<file path="config.mk">
export PLATFORM = sky130hd
export DESIGN_NAME = sdram_arbiter
export DESIGN_NICKNAME = d
export VERILOG_FILES = /design/src/rtl/sdram_pkg.sv /design/src/rtl/sdram_aref_timer.sv /design/src/rtl/sdram_arbiter.sv
export SDC_FILE = /design/constraint.sdc
export NUM_CORES = 1
export LEC_CHECK = 0
export CORE_MARGIN = 3
export CORE_UTILIZATION = 37
export CTS_CLUSTER_DIAMETER = 60
export DETAILED_ROUTE_END_ITERATION = 10
export PLACE_DENSITY = 0.94
export SYNTH_ARGS = -nofsm -noshare
export SYNTH_HDL_FRONTEND = slang
export SYNTH_SLANG_ARGS = --single-unit
</file>
<file path="constraint.sdc">
create_clock -name sclk -period 2.4 [get_ports sclk]
set_input_delay 0.72 -clock sclk [delete_from_list [all_inputs] [get_ports sclk]]
set_output_delay 0.72 -clock sclk [all_outputs]
set_load 0.03 [all_outputs]
</file>
<file path="src/rtl/sdram_pkg.sv">
// rtl/sdram_pkg.sv - shared SDRAM command encodings, arbiter state type and refresh default
package sdram_pkg;

    // {cs_n, ras_n, cas_n, we_n}
    localparam logic [3:0] CMD_NOP       = 4'b0111;
    localparam logic [3:0] CMD_PRECHARGE = 4'b0010;
    localparam logic [3:0] CMD_AREF      = 4'b0001;
    localparam logic [3:0] CMD_MODE_REG  = 4'b0000;
    localparam logic [3:0] CMD_ACTIVE    = 4'b0011;
    localparam logic [3:0] CMD_WRITE     = 4'b0100;
    localparam logic [3:0] CMD_READ      = 4'b0101;

    // 7.8 us at a 20 MHz sclk
    localparam int AREF_PERIOD_DEF = 156;

    typedef enum logic [2:0] {
        ST_INIT  = 3'd0,
        ST_ARBIT = 3'd1,
        ST_AREF  = 3'd2,
        ST_WRITE = 3'd3,
        ST_READ  = 3'd4
    } arb_state_t;

endpackage

</file>
<file path="src/rtl/sdram_aref_timer.sv">
// rtl/sdram_aref_timer.sv - free-running refresh interval counter with sticky aref_pending
module sdram_aref_timer
    import sdram_pkg::*;
#(
    parameter int AREF_PERIOD = AREF_PERIOD_DEF
) (
    input  logic sclk,
    input  logic snrst,
    input  logic init_done,
    input  logic aref_clear,
    output logic aref_pending
);

    localparam int CW = (AREF_PERIOD > 1) ? $clog2(AREF_PERIOD) : 1;

    logic [CW-1:0] cnt_q;
    logic          started_q;
    logic          pending_q;
    logic          run;
    logic          wrap;

    // once init has been seen the counter never stops, even if init_done drops
    assign run  = started_q | init_done;
    assign wrap = (cnt_q == CW'(AREF_PERIOD - 1));

    always_ff @(posedge sclk or negedge snrst) begin
        if (!snrst) begin
            cnt_q     <= '0;
            started_q <= 1'b0;
            pending_q <= 1'b0;
        end else begin
            started_q <= run;
            if (run) begin
                cnt_q <= wrap ? '0 : cnt_q + CW'(1);
            end
            // a new deadline arriving on the grant edge must not be lost
            if (run && wrap) begin
                pending_q <= 1'b1;
            end else if (aref_clear) begin
                pending_q <= 1'b0;
            end
        end
    end

    assign aref_pending = pending_q;

endmodule

</file>
<file path="src/rtl/sdram_arbiter.sv">
// rtl/sdram_arbiter.sv - SDRAM command arbiter between init, refresh, write and read sequencers
module sdram_arbiter
    import sdram_pkg::*;
#(
    parameter int         AREF_PERIOD = AREF_PERIOD_DEF,
    parameter logic [3:0] NOP_CMD     = CMD_NOP
) (
    input  logic        sclk,
    input  logic        snrst,
    input  logic        init_done,
    input  logic [3:0]  init_cmd,
    input  logic [12:0] init_addr,
    input  logic [3:0]  aref_cmd,
    input  logic [12:0] aref_addr,
    input  logic        aref_end,
    input  logic        wr_req,
    input  logic        wr_end,
    input  logic [3:0]  wr_cmd,
    input  logic [12:0] wr_addr,
    input  logic [1:0]  wr_bank,
    input  logic        rd_req,
    input  logic        rd_end,
    input  logic [3:0]  rd_cmd,
    input  logic [12:0] rd_addr,
    input  logic [1:0]  rd_bank,
    output logic        aref_en,
    output logic        wr_en,
    output logic        rd_en,
    output logic [3:0]  sdram_cmd,
    output logic [12:0] sdram_addr,
    output logic [1:0]  sdram_bank
);

    arb_state_t state_q;
    logic       aref_en_q;
    logic       wr_en_q;
    logic       rd_en_q;
    logic       aref_pending;
    logic       aref_grant;

    assign aref_grant = (state_q == ST_ARBIT) && aref_pending;

    sdram_aref_timer #(
        .AREF_PERIOD(AREF_PERIOD)
    ) u_aref_timer (
        .sclk        (sclk),
        .snrst       (snrst),
        .init_done   (init_done),
        .aref_clear  (aref_grant),
        .aref_pending(aref_pending)
    );

    // every grant state exits only through ARBIT, which guarantees the NOP gap
    always_ff @(posedge sclk or negedge snrst) begin
        if (!snrst) begin
            state_q   <= ST_INIT;
            aref_en_q <= 1'b0;
            wr_en_q   <= 1'b0;
            rd_en_q   <= 1'b0;
        end else begin
            case (state_q)
                ST_INIT: begin
                    if (init_done) state_q <= ST_ARBIT;
                end
                ST_ARBIT: begin
                    if (aref_pending) begin
                        state_q   <= ST_AREF;
                        aref_en_q <= 1'b1;
                    end else if (wr_req) begin
                        state_q <= ST_WRITE;
                        wr_en_q <= 1'b1;
                    end else if (rd_req) begin
                        state_q <= ST_READ;
                        rd_en_q <= 1'b1;
                    end
                end
                ST_AREF: begin
                    if (aref_end) begin
                        state_q   <= ST_ARBIT;
                        aref_en_q <= 1'b0;
                    end
                end
                ST_WRITE: begin
                    if (wr_end) begin
                        state_q <= ST_ARBIT;
                        wr_en_q <= 1'b0;
                    end
                end
                ST_READ: begin
                    if (rd_end) begin
                        state_q <= ST_ARBIT;
                        rd_en_q <= 1'b0;
                    end
                end
                default: begin
                    state_q   <= ST_INIT;
                    aref_en_q <= 1'b0;
                    wr_en_q   <= 1'b0;
                    rd_en_q   <= 1'b0;
                end
            endcase
        end
    end

    assign aref_en = aref_en_q;
    assign wr_en   = wr_en_q;
    assign rd_en   = rd_en_q;

    always_comb begin
        sdram_cmd  = NOP_CMD;
        sdram_addr = 13'h0000;
        sdram_bank = 2'b00;
        case (state_q)
            ST_INIT: begin
                sdram_cmd  = init_cmd;
                sdram_addr = init_addr;
            end
            ST_AREF: begin
                sdram_cmd  = aref_cmd;
                sdram_addr = aref_addr;
            end
            ST_WRITE: begin
                sdram_cmd  = wr_cmd;
                sdram_addr = wr_addr;
                sdram_bank = wr_bank;
            end
            ST_READ: begin
                sdram_cmd  = rd_cmd;
                sdram_addr = rd_addr;
                sdram_bank = rd_bank;
            end
            default: ;
        endcase
    end

endmodule

</file>
==> flow_metrics.py <==
metrics = {
    "outcome": {
        "status": "finished with violations",
        "violations": "negative setup slack",
    },
    "critical_path": {
        "path_class": "input pin to primary output",
        "worstReg2RegEnd": "state_q[0]",
        "slowest_stage": "clkdlybuf4s50_1",
        "crit_path_end_kind": "primary output",
        "rr_startpoint": "state_q[0]",
        "worst-path-max-fanout": 1,
        "ff2ff_path_depth": 4,
        "required_ns": 1.68,
        "critPathMaxStageDelay_ns": 0.39,
        "cp-start-kind": "input pin",
        "rrSetupSlack_ns": 0.84,
        "cp.arrival_ns": 1.72,
        "crit_chain": "clkdlybuf4s50_1 > mux2i_1 > a2bb2oi_2 > o2bb2ai_1 > buf_4",
    },
    "synth": {
        "yosys-top-cells-area": "dfrtp_1 29%, mux2i_1 15%, a2bb2oi_1 8.9%, o2bb2ai_1 8.9%, nor2b_1 3.2%",
        "syn_area_um2": 1380,
        "syn_area_per_cell_um2": 9.43,
        "synthesis.nets": 227,
        "syn_inst": 146,
        "yosysWarnings": 0,
        "ys_types": 37,
        "synth_top_area_cell": "dfrtp_1",
        "synth_top_area_share_pct": 29.1,
        "yosysSeqAreaShare_pct": 29.1,
        "synth_seq_cells": 16,
    },
    "cells_and_area": {
        "final_common_cell": "clkdlybuf4s50_1",
        "fin_nets": 332,
        "final_cell_mix": "55 x clkdlybuf4s50_1, 27 x buf_4, 21 x mux2i_1",
        "post_route_cells_drive_above_1_share_pct": 18.0,
        "area_growth_pct": 83.5,
    },
    "routing": {
        "ant_nets": 0,
        "drt-initial-drc-count": 28,
        "drt-pass1-iter-count": 4,
        "post_drt_wl_per_cell_um": 16.9,
        "routed_wl_um": 5010,
        "drcViolationCount": 0,
        "vias": 1623,
        "vias_per_cell": 5.46,
    },
    "floorplanning": {
        "die_area_um2": 4490,
        "initial_utilization_pct": 39.7,
        "dieWidth_um": 67.0,
        "core-area_um2": 3470,
        "ios": 102,
        "rows": 21,
        "die_height_um": 67.0,
    },
    "pwr": {
        "peakVddDrop_mv": 0.698,
        "p_per_area_nw_per_um2": 985,
        "p_leak_nw": 1.17,
    },
    "sta": {
        "fmax_mhz": 410,
        "setup_viol": 1,
        "maxSlewViolCount": 0,
        "final_hold_viol_count": 0,
        "worst_slack_ns": -0.0387,
        "hold_ws_ns": 0.496,
        "fin_crit_sh_pct": 102,
        "clock_skew_ns": 0.000717,
        "max_slew_margin_pct": 70.2,
        "tns_ns": -0.0387,
        "tightest_slew_ns": 0.445,
        "grt_setup_unrepaired": "yes",
        "min_period_ns": 2.44,
    },
    "worst_hold_path": {
        "hp-class": "flop to flop",
        "worstHoldStart": "u_aref_timer.cnt_q[6]",
        "whs_path_depth": 1,
        "worstHoldEndpoint": "u_aref_timer.cnt_q[6]",
    },
    "clock_network": {
        "clk_latency_ns": 0.25,
        "cts_sinks": 16,
        "cts_inserted_buffers": 3,
        "clk_pin_slew_ns": 0.07,
        "cts_max_path_buffers": 2,
        "cts_tree": "done",
        "root_buffer": "clkbuf_8",
        "cts_htree_levels": 1,
    },
    "place": {
        "port_buffers": 101,
        "dp_hpwl_um": 3730,
        "gp_congestion": 0.814,
    },
    "global_route": {
        "grt_pass1_vias": 1588,
        "antenna_found_initial": 0,
        "grt_pass1_wl_um": 6940,
        "grt_max_degree": 21,
        "gr-total-overflow": 0,
        "grt.total_usage_pct": 19.6,
    },
    "run": {
        "max_cap_viol_count": 0,
    },
}
## layout make-up
cell class / count / area [um2]
fill: 279 / 943
tap: 46 / 57.6
clock buffer: 4 / 55.1
timing repair buffer: 111 / 1070
sequential: 16 / 400
antenna: 1 / 2.50
multi-input combinational: 117 / 936
inverter: 2 / 7.51
## state kept, by name, summed over array words and instances (netlist names)
register,cells
u_aref_timer.started_q,1
wr_en,1
aref_en,1
state_q,3
u_aref_timer.aref_pending,1
rd_en,1
u_aref_timer.cnt_q,8
## worst max-delay path by stage
stage          slack [ns]          start  cells after the start              to
2_1_floorplan        0.15     state_q[1]                      5   sdram_addr[0]
3_3_place_gp        -0.02    aref_cmd[3]                      5    sdram_cmd[3]
3_5_place_dp        -0.08  init_addr[12]                      5  sdram_addr[12]
4_1_cts             0.001   aref_addr[7]                      5   sdram_addr[7]
5_1_grt             -0.06    init_cmd[3]                      5    sdram_cmd[3]
6_report            -0.04    init_cmd[3]                      5    sdram_cmd[3]
## stage by stage
stage	total power, W	utilization (%)	instance area [um2]	std cells	setup WS, ns
4_1_cts	0.00245	70.8	2460	295	0.00129
3_3_place_gp	0.00216	69.8	2420	291	-0.0224
5_1_grt	0.00263	72.7	2520	296	-0.0559
2_1_floorplan	0.00157	-	1380	146	0.154
3_5_place_dp	0.00221	69.8	2420	291	-0.0772
6_report	0.00249	72.8	2520	297	-0.0387
## synth_stat cells, drive strengths merged
library cell,number
a22o,3
clkbuf,2
mux2,2
a21oi,5
mux2i,21
inv,2
dfrtp,16
nor2,10
nand3b,1
o31ai,2
a21o,2
nor3b,2
a2bb2oi,14
o2111ai,1
a22oi,5
xnor2,1
and4b,1
buf,9
or4,1
o22ai,1
a311oi,1
o2bb2ai,14
o211ai,1
o211a,1
o21ai,6
nand4,1
nand2,5
nor2b,7
ha,1
nand3,2
or2,1
nand2b,2
xor2,3
## per-layer routing
metal	vias up	GRT usage [%]	wire, um
met2	74	35.5	2570
met5	-	0	0
met4	0	7.09	44
li1	777	-	-
met1	766	21.8	1840
met3	6	5.23	559
## critical path, delay by kind of cell
family	cells	cell delay (ns)
multiplexers	1	0.19
buffers and inverters	2	0.56
AO/OA/AOI/OAI	2	0.24
## power by group
part           switching (W)  leakage, nW  internal [W]
sequential          0.000129        0.194      0.000368
combinational       0.000947        0.948      0.000798
clock              0.0000990       0.0288      0.000146
total                0.00117         1.17       0.00131
## cell families (layout without fill, tap and decap cells)
logic type | Yosys count | after routing | share of synthesized area [%]
AOI/OAI and AO/OA | 56 | 56 | 32.3
adders and majority gates | 1 | 1 | 0.909
and+or+nand+nor | 33 | 33 | 13.5
muxes | 23 | 23 | 16.9
DFF | 16 | 16 | 29.1
other | 0 | 1 | 0
buffers and inverters | 13 | 117 | 4.73
xor gates and xnor gates | 4 | 4 | 2.55
## repair_timing
| action | CTS | global route |
|---|---|---|
| hold buffers | 0 | 0 |
| setup buffers | 0 | 1 |
| resized for setup | 15 | 17 |
| cloned | 0 | 0 |
| setup endpoints to repair | 14 | 17 |
| pin swaps | 14 | 9 |
(Power assumes the default switching activity.)
